--- src/rtl/clk_ctrl_pkg.sv ---
// Shared types and constants for the clock-mux select controller.
package clk_ctrl_pkg;

    typedef enum logic [1:0] {
        IDLE,
        SETTLE,
        MEASURE,
        DONE
    } clk_sel_state_e;

    localparam logic CLK_SRC0 = 1'b0;
    localparam logic CLK_SRC1 = 1'b1;

endpackage

--- src/rtl/clk_edge_counter.sv ---
// Counts rising edges of an asynchronous monitor clock in the reference
// clock domain: 2-FF synchronizer, rising-edge detect, saturating counter.
// Edges are only resolved correctly while f(mon_clk_i) < f(clk_i)/2.
module clk_edge_counter #(
    parameter int CNT_W = 9
) (
    input  logic             clk_i,
    input  logic             rst_ni,
    input  logic             clr_i,
    input  logic             en_i,
    input  logic             mon_clk_i,
    output logic [CNT_W-1:0] cnt_o
);

    logic             meta_q;
    logic             sync_q;
    logic             sync_d;
    logic             rise;
    logic [CNT_W-1:0] cnt_q;

    // Synchronizer plus one history stage; runs in every state so a window
    // never opens on a stale history.
    // NOTE: sequential state uses non-blocking assignments so every flop
    // samples pre-edge values regardless of statement order.
    always_ff @(posedge clk_i) begin
        if (!rst_ni) begin
            meta_q <= 1'b0;
            sync_q <= 1'b0;
            sync_d <= 1'b0;
        end else begin
            meta_q <= mon_clk_i;
            sync_q <= meta_q;
            sync_d <= sync_q;
        end
    end

    assign rise = sync_q & ~sync_d;

    // Saturating edge counter: cleared on request, counts only while enabled.
    always_ff @(posedge clk_i) begin
        if (!rst_ni) begin
            cnt_q <= '0;
        end else if (clr_i) begin
            cnt_q <= '0;
        end else if (en_i && rise && (cnt_q != '1)) begin
            cnt_q <= cnt_q + 1'b1;
        end
    end

    assign cnt_o = cnt_q;

endmodule

--- src/rtl/clk_sel_ctrl.sv ---
// Initiator side of the clock-mux select interface. Drives the mux select,
// waits for the mux to settle, counts feedback-clock edges over a fixed
// window and reports whether the count fits the selected source's range.
module clk_sel_ctrl
    import clk_ctrl_pkg::*;
#(
    parameter int SETTLE_CYCLES = 16,
    parameter int WINDOW_CYCLES = 256,
    parameter int CNT_W         = 9,
    parameter int MIN0          = 100,
    parameter int MAX0          = 156,
    parameter int MIN1          = 50,
    parameter int MAX1          = 90
) (
    input  logic             clk_i,
    input  logic             rst_ni,
    input  logic             req_valid_i,
    input  logic             req_sel_i,
    output logic             req_ready_o,
    output logic             sel_o,
    input  logic             mon_clk_i,
    output logic             busy_o,
    output logic             done_o,
    output logic             ok_o,
    output logic [CNT_W-1:0] edge_cnt_o
);

    // One shared cycle counter times both the settle and the measure phase.
    localparam int CYC_MAX = (SETTLE_CYCLES > WINDOW_CYCLES) ? SETTLE_CYCLES : WINDOW_CYCLES;
    localparam int CYC_W   = $clog2(CYC_MAX + 1);

    localparam logic [CYC_W-1:0] SETTLE_LAST = CYC_W'(SETTLE_CYCLES - 1);
    localparam logic [CYC_W-1:0] WINDOW_LAST = CYC_W'(WINDOW_CYCLES - 1);

    localparam logic [CNT_W-1:0] MIN0_C = CNT_W'(MIN0);
    localparam logic [CNT_W-1:0] MAX0_C = CNT_W'(MAX0);
    localparam logic [CNT_W-1:0] MIN1_C = CNT_W'(MIN1);
    localparam logic [CNT_W-1:0] MAX1_C = CNT_W'(MAX1);

    clk_sel_state_e   state_q;
    clk_sel_state_e   state_d;
    logic [CYC_W-1:0] cyc_q;
    logic             sel_q;
    logic             accept;
    logic             cnt_clr;
    logic             cnt_en;
    logic [CNT_W-1:0] cnt;
    logic             win_ok;
    logic [CNT_W-1:0] res_cnt_q;
    logic             res_ok_q;

    clk_edge_counter #(
        .CNT_W (CNT_W)
    ) u_edge_counter (
        .clk_i     (clk_i),
        .rst_ni    (rst_ni),
        .clr_i     (cnt_clr),
        .en_i      (cnt_en),
        .mon_clk_i (mon_clk_i),
        .cnt_o     (cnt)
    );

    // FSM state register; a mid-operation reset drops straight to IDLE.
    always_ff @(posedge clk_i) begin
        if (!rst_ni) begin
            state_q <= IDLE;
        end else begin
            state_q <= state_d;
        end
    end

    // Next-state and control decode.
    // NOTE: every output of this block gets a default first, so no path
    // through the case can leave a signal unassigned and infer a latch.
    always_comb begin
        state_d     = state_q;
        req_ready_o = 1'b0;
        busy_o      = 1'b1;
        done_o      = 1'b0;
        accept      = 1'b0;
        cnt_clr     = 1'b1;
        cnt_en      = 1'b0;
        unique case (state_q)
            IDLE: begin
                req_ready_o = 1'b1;
                busy_o      = 1'b0;
                if (req_valid_i) begin
                    accept  = 1'b1;
                    state_d = SETTLE;
                end
            end
            SETTLE: begin
                if (cyc_q == SETTLE_LAST) begin
                    state_d = MEASURE;
                end
            end
            MEASURE: begin
                cnt_clr = 1'b0;
                cnt_en  = 1'b1;
                if (cyc_q == WINDOW_LAST) begin
                    state_d = DONE;
                end
            end
            DONE: begin
                // Counter holds its final value for the result load.
                cnt_clr = 1'b0;
                done_o  = 1'b1;
                state_d = IDLE;
            end
            default: begin
                state_d = IDLE;
            end
        endcase
    end

    // Phase timer: restarts on every state change, advances while busy.
    always_ff @(posedge clk_i) begin
        if (!rst_ni) begin
            cyc_q <= '0;
        end else if (state_d != state_q) begin
            cyc_q <= '0;
        end else if (busy_o) begin
            cyc_q <= cyc_q + 1'b1;
        end
    end

    // Mux select: only an accepted request can change it.
    always_ff @(posedge clk_i) begin
        if (!rst_ni) begin
            sel_q <= CLK_SRC0;
        end else if (accept) begin
            sel_q <= req_sel_i;
        end
    end

    assign sel_o  = sel_q;
    assign win_ok = (sel_q == CLK_SRC1) ? ((cnt >= MIN1_C) && (cnt <= MAX1_C))
                                        : ((cnt >= MIN0_C) && (cnt <= MAX0_C));

    // Result registers, loaded in DONE and held until the next DONE.
    always_ff @(posedge clk_i) begin
        if (!rst_ni) begin
            res_cnt_q <= '0;
            res_ok_q  <= 1'b0;
        end else if (state_q == DONE) begin
            res_cnt_q <= cnt;
            res_ok_q  <= win_ok;
        end
    end

    // During DONE the fresh result is forwarded so it is valid with done_o.
    assign edge_cnt_o = (state_q == DONE) ? cnt : res_cnt_q;
    assign ok_o       = (state_q == DONE) ? win_ok : res_ok_q;

endmodule

--- config.mk ---
export PLATFORM = sky130hd
export DESIGN_NAME = clk_sel_ctrl
export DESIGN_NICKNAME = d
export VERILOG_FILES = /design/src/rtl/clk_ctrl_pkg.sv /design/src/rtl/clk_edge_counter.sv /design/src/rtl/clk_sel_ctrl.sv
export SDC_FILE = /design/constraint.sdc
export NUM_CORES = 1
export LEC_CHECK = 0
export BUFFER_PORTS_ARGS = -buffer_cell sky130_fd_sc_hd__buf_2
export CAP_MARGIN = 40
export CORE_AREA = 2 2 72 74
export CTS_BUF_LIST = sky130_fd_sc_hd__clkbuf_16
export DETAILED_ROUTE_END_ITERATION = 8
export DIE_AREA = 0 0 74 76
export PLACE_DENSITY_LB_ADDON = 0.15
export SYNTH_ARGS = -nofsm -noshare
export SYNTH_HDL_FRONTEND = slang
export SYNTH_SLANG_ARGS = --single-unit
--- constraint.sdc ---
create_clock -name clk_i -period 2.6 [get_ports clk_i]
set_clock_uncertainty 0.2 [all_clocks]
set_input_delay 0.13 -clock clk_i [delete_from_list [all_inputs] [get_ports clk_i]]
set_output_delay 0.13 -clock clk_i [all_outputs]
set_load 0.05 [all_outputs]
==> results of run 1 <==
synthesized netlist by cell type (all sizes together), types with 4 or more instances:
cell type and instances:
a21oi 6, and2 13, buf 6, clkbuf 4, dfxtp 34, ha 5, inv 7, mux2 7
nand2 19, nand3 7, nand4 4, nor2 21, xnor2 8, xor2 4
critical path, stage by stage (launching register included):
cell,delay (ps)
sky130_fd_sc_hd__dfxtp_1,390
sky130_fd_sc_hd__and4_1,230
sky130_fd_sc_hd__nand2_1,90
sky130_fd_sc_hd__nor2_1,60
sky130_fd_sc_hd__ha_1,210
sky130_fd_sc_hd__nor4b_4,470
sky130_fd_sc_hd__nand3_2,170
sky130_fd_sc_hd__or4_1,410
sky130_fd_sc_hd__nand2_1,70
state kept, by name, summed over array words and instances (netlist names):
signal / cells
sel_o: 1
u_edge_counter.sync_d: 1
cyc_q: 9
res_ok_q: 1
state_q: 2
res_cnt_q: 9
u_edge_counter.cnt_o: 9
u_edge_counter.meta_q: 1
u_edge_counter.sync_q: 1
cell usage in the layout (no fill, tap or decap), drive strengths merged, types with 4 or more instances in the layout:
cell	n
dfxtp	34
nor2	21
nand2	19
buf	19
and2	13
inv	8
xnor2	8
mux2	7
nand3	7
a21oi	6
ha	5
clkbuf	5
nand4	4
xor2	4
cell families after synthesis:
group / count (synthesis) / synth area share [%]
flip-flops: 34 / 41.53
adder cells (fa/ha/maj): 5 / 3.817
buffers and inverters: 17 / 5.191
AND/OR/NAND/NOR: 81 / 26.41
AO/OA/AOI/OAI: 26 / 11.22
XOR/XNOR: 12 / 6.412
multiplexers: 8 / 5.420
report_power, final:
group | leakage, nW | total (mW) | switching (mW) | internal, mW
clock network | 0.0724 | 0.562 | 0.217 | 0.346
logic | 0.392 | 0.0482 | 0.0313 | 0.0169
registers | 0.275 | 0.536 | 0.00844 | 0.527
stage by stage:
step           power, mW  hold slack [ps]  setup WS [ps]  instance area (sq um)
2_1_floorplan     0.5852            57.29          225.6                   1639
3_3_place_gp      0.5925            140.7          338.3                   1765
3_5_place_dp      0.5931            141.6          276.9                   1765
4_1_cts            1.156            26.24          270.6                   1923
5_1_grt            1.187            47.97          99.04                   1923
6_report           1.146            21.23          246.1                   1923
per-layer routing:
metal / vias up / GRT usage [%]
li1: 668 / -
met1: 635 / 15.94
met2: 25 / 23.39
met3: 4 / 5.423
met4: 0 / 5.455
met5: - / 0
final cells by class:
class / count / area [sq um] / share of cell area, %
Clock buffer: 5 / 125.1 / 6.506
Tap cell: 70 / 87.58 / 4.554
Clock inverter: 3 / 12.51 / 0.6506
Multi-Input combinational cell: 132 / 873.3 / 45.41
Sequential cell: 34 / 680.7 / 35.39
Inverter: 7 / 26.28 / 1.366
Timing Repair Buffer: 21 / 117.6 / 6.116
worst paths after layout:
kind	endpoint	from	slack, ps	cells past startpoint
worst max-delay path	u_edge_counter.cnt_o[4]$_SDFFE_PN0P_	u_edge_counter.cnt_o[3]$_SDFFE_PN0P_	250	8
worst min-delay path	sel_o$_SDFFE_PN0P_	req_valid_i	20	4
worst max register to register	u_edge_counter.cnt_o[4]$_SDFFE_PN0P_	u_edge_counter.cnt_o[3]$_SDFFE_PN0P_	250	8
worst min register to register	u_edge_counter.sync_q$_SDFF_PN0_	u_edge_counter.meta_q$_SDFF_PN0_	240	1
repair_timing:
item                      in CTS  in global routing
setup buffers                  0                  0
hold buffers                   2                  0
hold endpoints to repair       2                  0
==> qor.csv, run 1 <==
stage,metric,value,unit
global_routing,first_pass_grt_wire_length,5.989,mm
detailed_routing,routed-wl-met3,180,microns
setup_path,crit_path_end_kind,register,
detailed_routing,per_cell_routed_wire_length,13.33,microns
logic_synthesis,synth.yosys.seq_area_share,41.53,%
setup_path,crit_required,2620,ps
timing,timing_worst_slew_pin_value,507.4,ps
global_routing,antenna_found_initial,0,
final_layout,final_util,39.15,%
setup_path,cp.arrival,2370,ps
worst_hold_path,path_class_of_the_lowest_slack_min_delay_path,input port to register,
timing,peak_clock_frequency_supported_by_timing,424.8,MHz
logic_synthesis,netlist.top_cell.by_area,sky130_fd_sc_hd__dfxtp_1,
global_routing,grt_start_max_net_pins,18,
setup_path,crit_fanout,9,
final_layout,flow.area_growth_from_synthesis,17.33,%
job,drv_cap,0,
final_layout,fraction_of_final_layout_cells_sized_beyond_drive_strength_1,17.82,%
logic_synthesis,synthesis.area,1639,sq um
power_and_ir_drop,vdd_drop_max,0.0002822,V
power_and_ir_drop,p_leak,0.7391,nW
placement,gp_routability_congestion,0.7745,
logic_synthesis,ys.warnings.count,0,
logic_synthesis,ys_seq_elements,34,
detailed_routing,detail_route.first_pass.iterations,4,
timing,timing.max_slew.rel_slack,66.03,%
setup_path,cp-start-kind,register,
logic_synthesis,ys_types,45,
setup_path,worst-setup-path-type,register to register,
logic_synthesis,mean_instance_size_in_the_synthesized_netlist,8.957,sq um
detailed_routing,topRoutingLayerUsed,met4,
power_and_ir_drop,pwr_density_cell,596.2,nW/um^2
final_layout,final_cells,272,
detailed_routing,vias_per_std_cell,4.897,
logic_synthesis,ys_top_cells_by_area,"sky130_fd_sc_hd__dfxtp_1 (42%), sky130_fd_sc_hd__and2_1 (5.0%), sky130_fd_sc_hd__mux2_2 (4.8%)",
timing,timing.final.hold_violations,0,
detailed_routing,m1WireLength,1.567,mm
logic_synthesis,synth_async_sr_flop_share,0,%
final_layout,layout.filler_cells,475,
floorplanning,ios,19,
placement,dp.cells,262,
floorplanning,floorplan.core_area,4912,sq um
clock_tree,cts_buffer_depth,2,
logic_synthesis,synth_enable_flop_cells,0,
floorplanning,die_h,76,microns
clock_tree,number_of_gates_resized_after_cts,0,
floorplanning,floorplan.die.width,74,microns
clock_tree,cts.sink_count,34,
clock_tree,total_cts_buffers,5,
detailed_routing,antenna_nets_post_route,0,
final_layout,num_antenna_cells,0,
global_routing,grt.overflow.total,0,
logic_synthesis,synthCells,183,
detailed_routing,route.met2.wl,1.821,mm
timing,period_share,90.53,%
timing,setup_viol_count_final,0,
logic_synthesis,synth_top_cell_area_share,41.53,%
clock_tree,cts.clk_slew.worst_paths,60,ps
timing,final_max_tran_viols,0,
global_routing,grt_pass1_vias,1284,
floorplanning,floorplan.initialDensity,33.37,%
outcome,status,"finished, final reports clean",
floorplanning,design.die.area,5624,sq um
detailed_routing,routed_wl,3.625,mm
logic_synthesis,ys.flop_type,sky130_fd_sc_hd__dfxtp_1,
placement,port_buffers,18,
logic_synthesis,syn-num-nets,193,
clock_tree,cts_root_buffer,sky130_fd_sc_hd__clkbuf_16,
timing,fin_tns_setup,0,ps
clock_tree,htree_num_levels,2,
detailed_routing,drt-initial-drc-count,40,
timing,min_period,2354,ps
clock_tree,clk-insertion-delay-late,280,ps
placement,place.detailed.hpwl,2.619,mm
detailed_routing,route.detailed.drc,0,
detailed_routing,routed-via-count,1332,
final_layout,post_layout_nets,211,
floorplanning,core.rowCount,26,
global_routing,track_usage,14.08,%
timing,grt_setup_unrepaired,no,
clock_tree,tritoncts,built,
Power figures use the tool's default switching activity.
==> run 2, diff against run 1 <==
CTS_BUF_LIST = sky130_fd_sc_hd__clkbuf_4 sky130_fd_sc_hd__clkbuf_8   (was sky130_fd_sc_hd__clkbuf_16)
GPL_TIMING_DRIVEN = 0   (was not set)
clock period = 2.5 ns   (was 2.6 ns; I/O delays follow)
==> run 2 against run 1 <==
  * Combinational power rose by 28%
  * Global-route usage rose by 0.29 points
  * Core utilization rose by 0.20 points
  * Non-clock buffer count rose by 9
  * Sequential share of layout area fell by 0.18 points
  * First-iteration DRC count rose by 7.5%
  * Sequential power rose by 3%
  * Flip-flop and latch count did not move
  * Critical path type is now register to output port
  * Power fell by 10%
==> qor.csv, run 2 (same netlist as run 1, synthesis figures left out) <==
stage,metric,value,unit,change
clock_tree,cts_root_buffer,sky130_fd_sc_hd__clkbuf_8,,was sky130_fd_sc_hd__clkbuf_16
floorplanning,ios,19,,unchanged
power_and_ir_drop,vdd_drop_max,0.0003863,V,was 0.0002822 V
detailed_routing,vias_per_std_cell,4.712,,was 4.897
placement,place.detailed.hpwl,2.511,mm,was 2.619 mm
floorplanning,die_h,76,microns,unchanged
global_routing,antenna_found_initial,0,,unchanged
detailed_routing,antenna_nets_post_route,0,,unchanged
detailed_routing,routed-via-count,1324,,was 1332
timing,setup_viol_count_final,0,,unchanged
timing,timing.max_slew.rel_slack,71.10,%,was 66.03%
placement,port_buffers,17,,was 18
setup_path,crit_required,2170,ps,was 2620 ps
setup_path,reg2regPathDepth,10,,was 8
clock_tree,tritoncts,built,,unchanged
floorplanning,core.rowCount,26,,unchanged
setup_path,cp.arrival,1990,ps,was 2370 ps
timing,period_share,92.43,%,
worst_hold_path,hold_depth,4,,unchanged
power_and_ir_drop,p_leak,0.7462,nW,was 0.7391 nW
final_layout,post_layout_nets,220,,was 211
timing,timing_worst_slew_pin_value,433.5,ps,was 507.4 ps
global_routing,first_pass_grt_wire_length,6.196,mm,was 5.989 mm
final_layout,num_antenna_cells,0,,unchanged
final_layout,fraction_of_final_layout_cells_sized_beyond_drive_strength_1,20.85,%,was 17.82%
clock_tree,cts.sink_count,34,,unchanged
timing,grt_setup_unrepaired,no,,unchanged
clock_tree,clk-insertion-delay-late,290,ps,was 280 ps
floorplanning,floorplan.initialDensity,33.37,%,unchanged
final_layout,final_cell_mix,"sky130_fd_sc_hd__dfxtp_1 (34), sky130_fd_sc_hd__nor2_1 (21), sky130_fd_sc_hd__nand2_1 (19), sky130_fd_sc_hd__buf_2 (19), sky130_fd_sc_hd__and2_1 (13)",,"was sky130_fd_sc_hd__dfxtp_1 (34), sky130_fd_sc_hd__nor2_1 (21), sky130_fd_sc_hd__nand2_1 (19), sky130_fd_sc_hd__buf_2 (18), sky130_fd_sc_hd__and2_1 (13)"
outcome,status,"finished, final reports clean",,unchanged
worst_hold_path,path_class_of_the_lowest_slack_min_delay_path,input port to register,,unchanged
clock_tree,number_of_gates_resized_after_cts,0,,unchanged
global_routing,track_usage,14.37,%,was 14.08%
detailed_routing,routed_wl,3.423,mm,was 3.625 mm
setup_path,worst-setup-path-type,register to output port,,was register to register
floorplanning,design.die.area,5624,sq um,unchanged
floorplanning,floorplan.die.width,74,microns,unchanged
clock_tree,cts_buffer_depth,2,,unchanged
setup_path,crit_path_end_kind,output port,,was register
clock_tree,cts.clk_slew.worst_paths,80,ps,was 60 ps
floorplanning,floorplan.core_area,4912,sq um,unchanged
clock_tree,htree_num_levels,2,,unchanged
job,drv_cap,0,,unchanged
final_layout,finish.instance_area,1933,sq um,was 1923 sq um
global_routing,grt.overflow.total,0,,unchanged
power_and_ir_drop,total_power,1.028,mW,was 1.146 mW
final_layout,flow.area_growth_from_synthesis,17.94,%,was 17.33%
timing,final_max_tran_viols,0,,unchanged
timing,peak_clock_frequency_supported_by_timing,432.7,MHz,
detailed_routing,per_cell_routed_wire_length,12.18,microns,was 13.33 microns
power_and_ir_drop,pwr_density_cell,531.7,nW/um^2,was 596.2 nW/um^2
detailed_routing,route.detailed.drc,0,,unchanged
placement,gp_routability_congestion,0.7601,,was 0.7745
clock_tree,total_cts_buffers,5,,unchanged
placement,post_dp_cell_area,1812,sq um,was 1765 sq um
detailed_routing,detail_route.first_pass.iterations,4,,unchanged
final_layout,layout_commonest_cell,sky130_fd_sc_hd__dfxtp_1,,unchanged
timing,timing.final.hold_violations,0,,unchanged
global_routing,grt_pass1_vias,1337,,was 1284
detailed_routing,drt-initial-drc-count,43,,was 40
timing,min_period,2311,ps,
setup_path,cp-start-kind,register,,unchanged
global_routing,grt_start_max_net_pins,13,,was 18
setup_path,crit_fanout,4,,was 9
## run 2: cell count changes in the layout (fill, tap and decap cells not counted), moves of 3 or more
cell                        before  now
sky130_fd_sc_hd__clkbuf_8        0    5
sky130_fd_sc_hd__clkbuf_1        0    3
sky130_fd_sc_hd__clkbuf_16       5    0
sky130_fd_sc_hd__buf_4           1    5
## run 2: metrics by stage
stage | instances | setup TNS, ps | util (%) | setup WS [ps] | hold slack [ps]
after detailed placement | 270 | 0 | 36.88 | 11.74 | 139.5
final | 281 | 0 | 39.35 | 189.1 | 6.577
after global routing | 281 | 0 | 39.35 | 5.998 | 39.25
after global placement | 270 | -9.317 | 36.88 | -9.317 | 132.0
after floorplan | 183 | 0 | - | 125.6 | 52.29
after CTS | 282 | 0 | 39.43 | 67.97 | 1.242
## run 2: what timing repair did
action                                  in CTS  in global routing
endpoints found under the setup margin       1                  7
setup buffers                                2                  0
pin swaps                                    1                  1
hold endpoints to repair                     2                  0
hold buffers                                 2                  0
## run 2: worst max-delay path, cell delays in order (launching register included)
cell                       delay, ps
sky130_fd_sc_hd__dfxtp_1         380
sky130_fd_sc_hd__inv_1           100
sky130_fd_sc_hd__ha_1            210
sky130_fd_sc_hd__o41ai_1         300
sky130_fd_sc_hd__nor3_1           80
sky130_fd_sc_hd__a31oi_1         230
sky130_fd_sc_hd__o221ai_1        160
sky130_fd_sc_hd__buf_2           230
## run 2: final cells by class
type	instances	area, sq um
multi-input combinational	132	873.3
fill	521	2979
timing repair buffer	21	120.1
tap	70	87.58
inverter	7	26.28
buffer	9	55.05
sequential	34	680.7
clock buffer	5	68.82
clock inverter	3	21.27
## run 2: metal layers
layer / up-vias / GRT usage (%) / share of wire (%)
met1: 615 / 17.65 / 47
met2: 17 / 22.50 / 47
li1: 685 / - / -
met4: 0 / 7.455 / 2.7
met3: 7 / 3.968 / 3.0
met5: - / 0 / 0
## run 2: where the power goes
| group | internal [mW] | switching [mW] |
|---|---|---|
| sequential | 0.547 | 0.00444 |
| combinational | 0.0229 | 0.0388 |
| clock | 0.196 | 0.219 |
| total | 0.766 | 0.262 |
## run 2: worst paths after layout
check	from	end	slack, ps
worst max-delay path	u_edge_counter.cnt_o[0]$_SDFFE_PN0P_	ok_o	190
worst min-delay path	req_valid_i	sel_o$_SDFFE_PN0P_	7
worst max register to register	u_edge_counter.cnt_o[2]$_SDFFE_PN0P_	u_edge_counter.cnt_o[6]$_SDFFE_PN0P_	240
worst min register to register	u_edge_counter.meta_q$_SDFF_PN0_	u_edge_counter.sync_q$_SDFF_PN0_	240
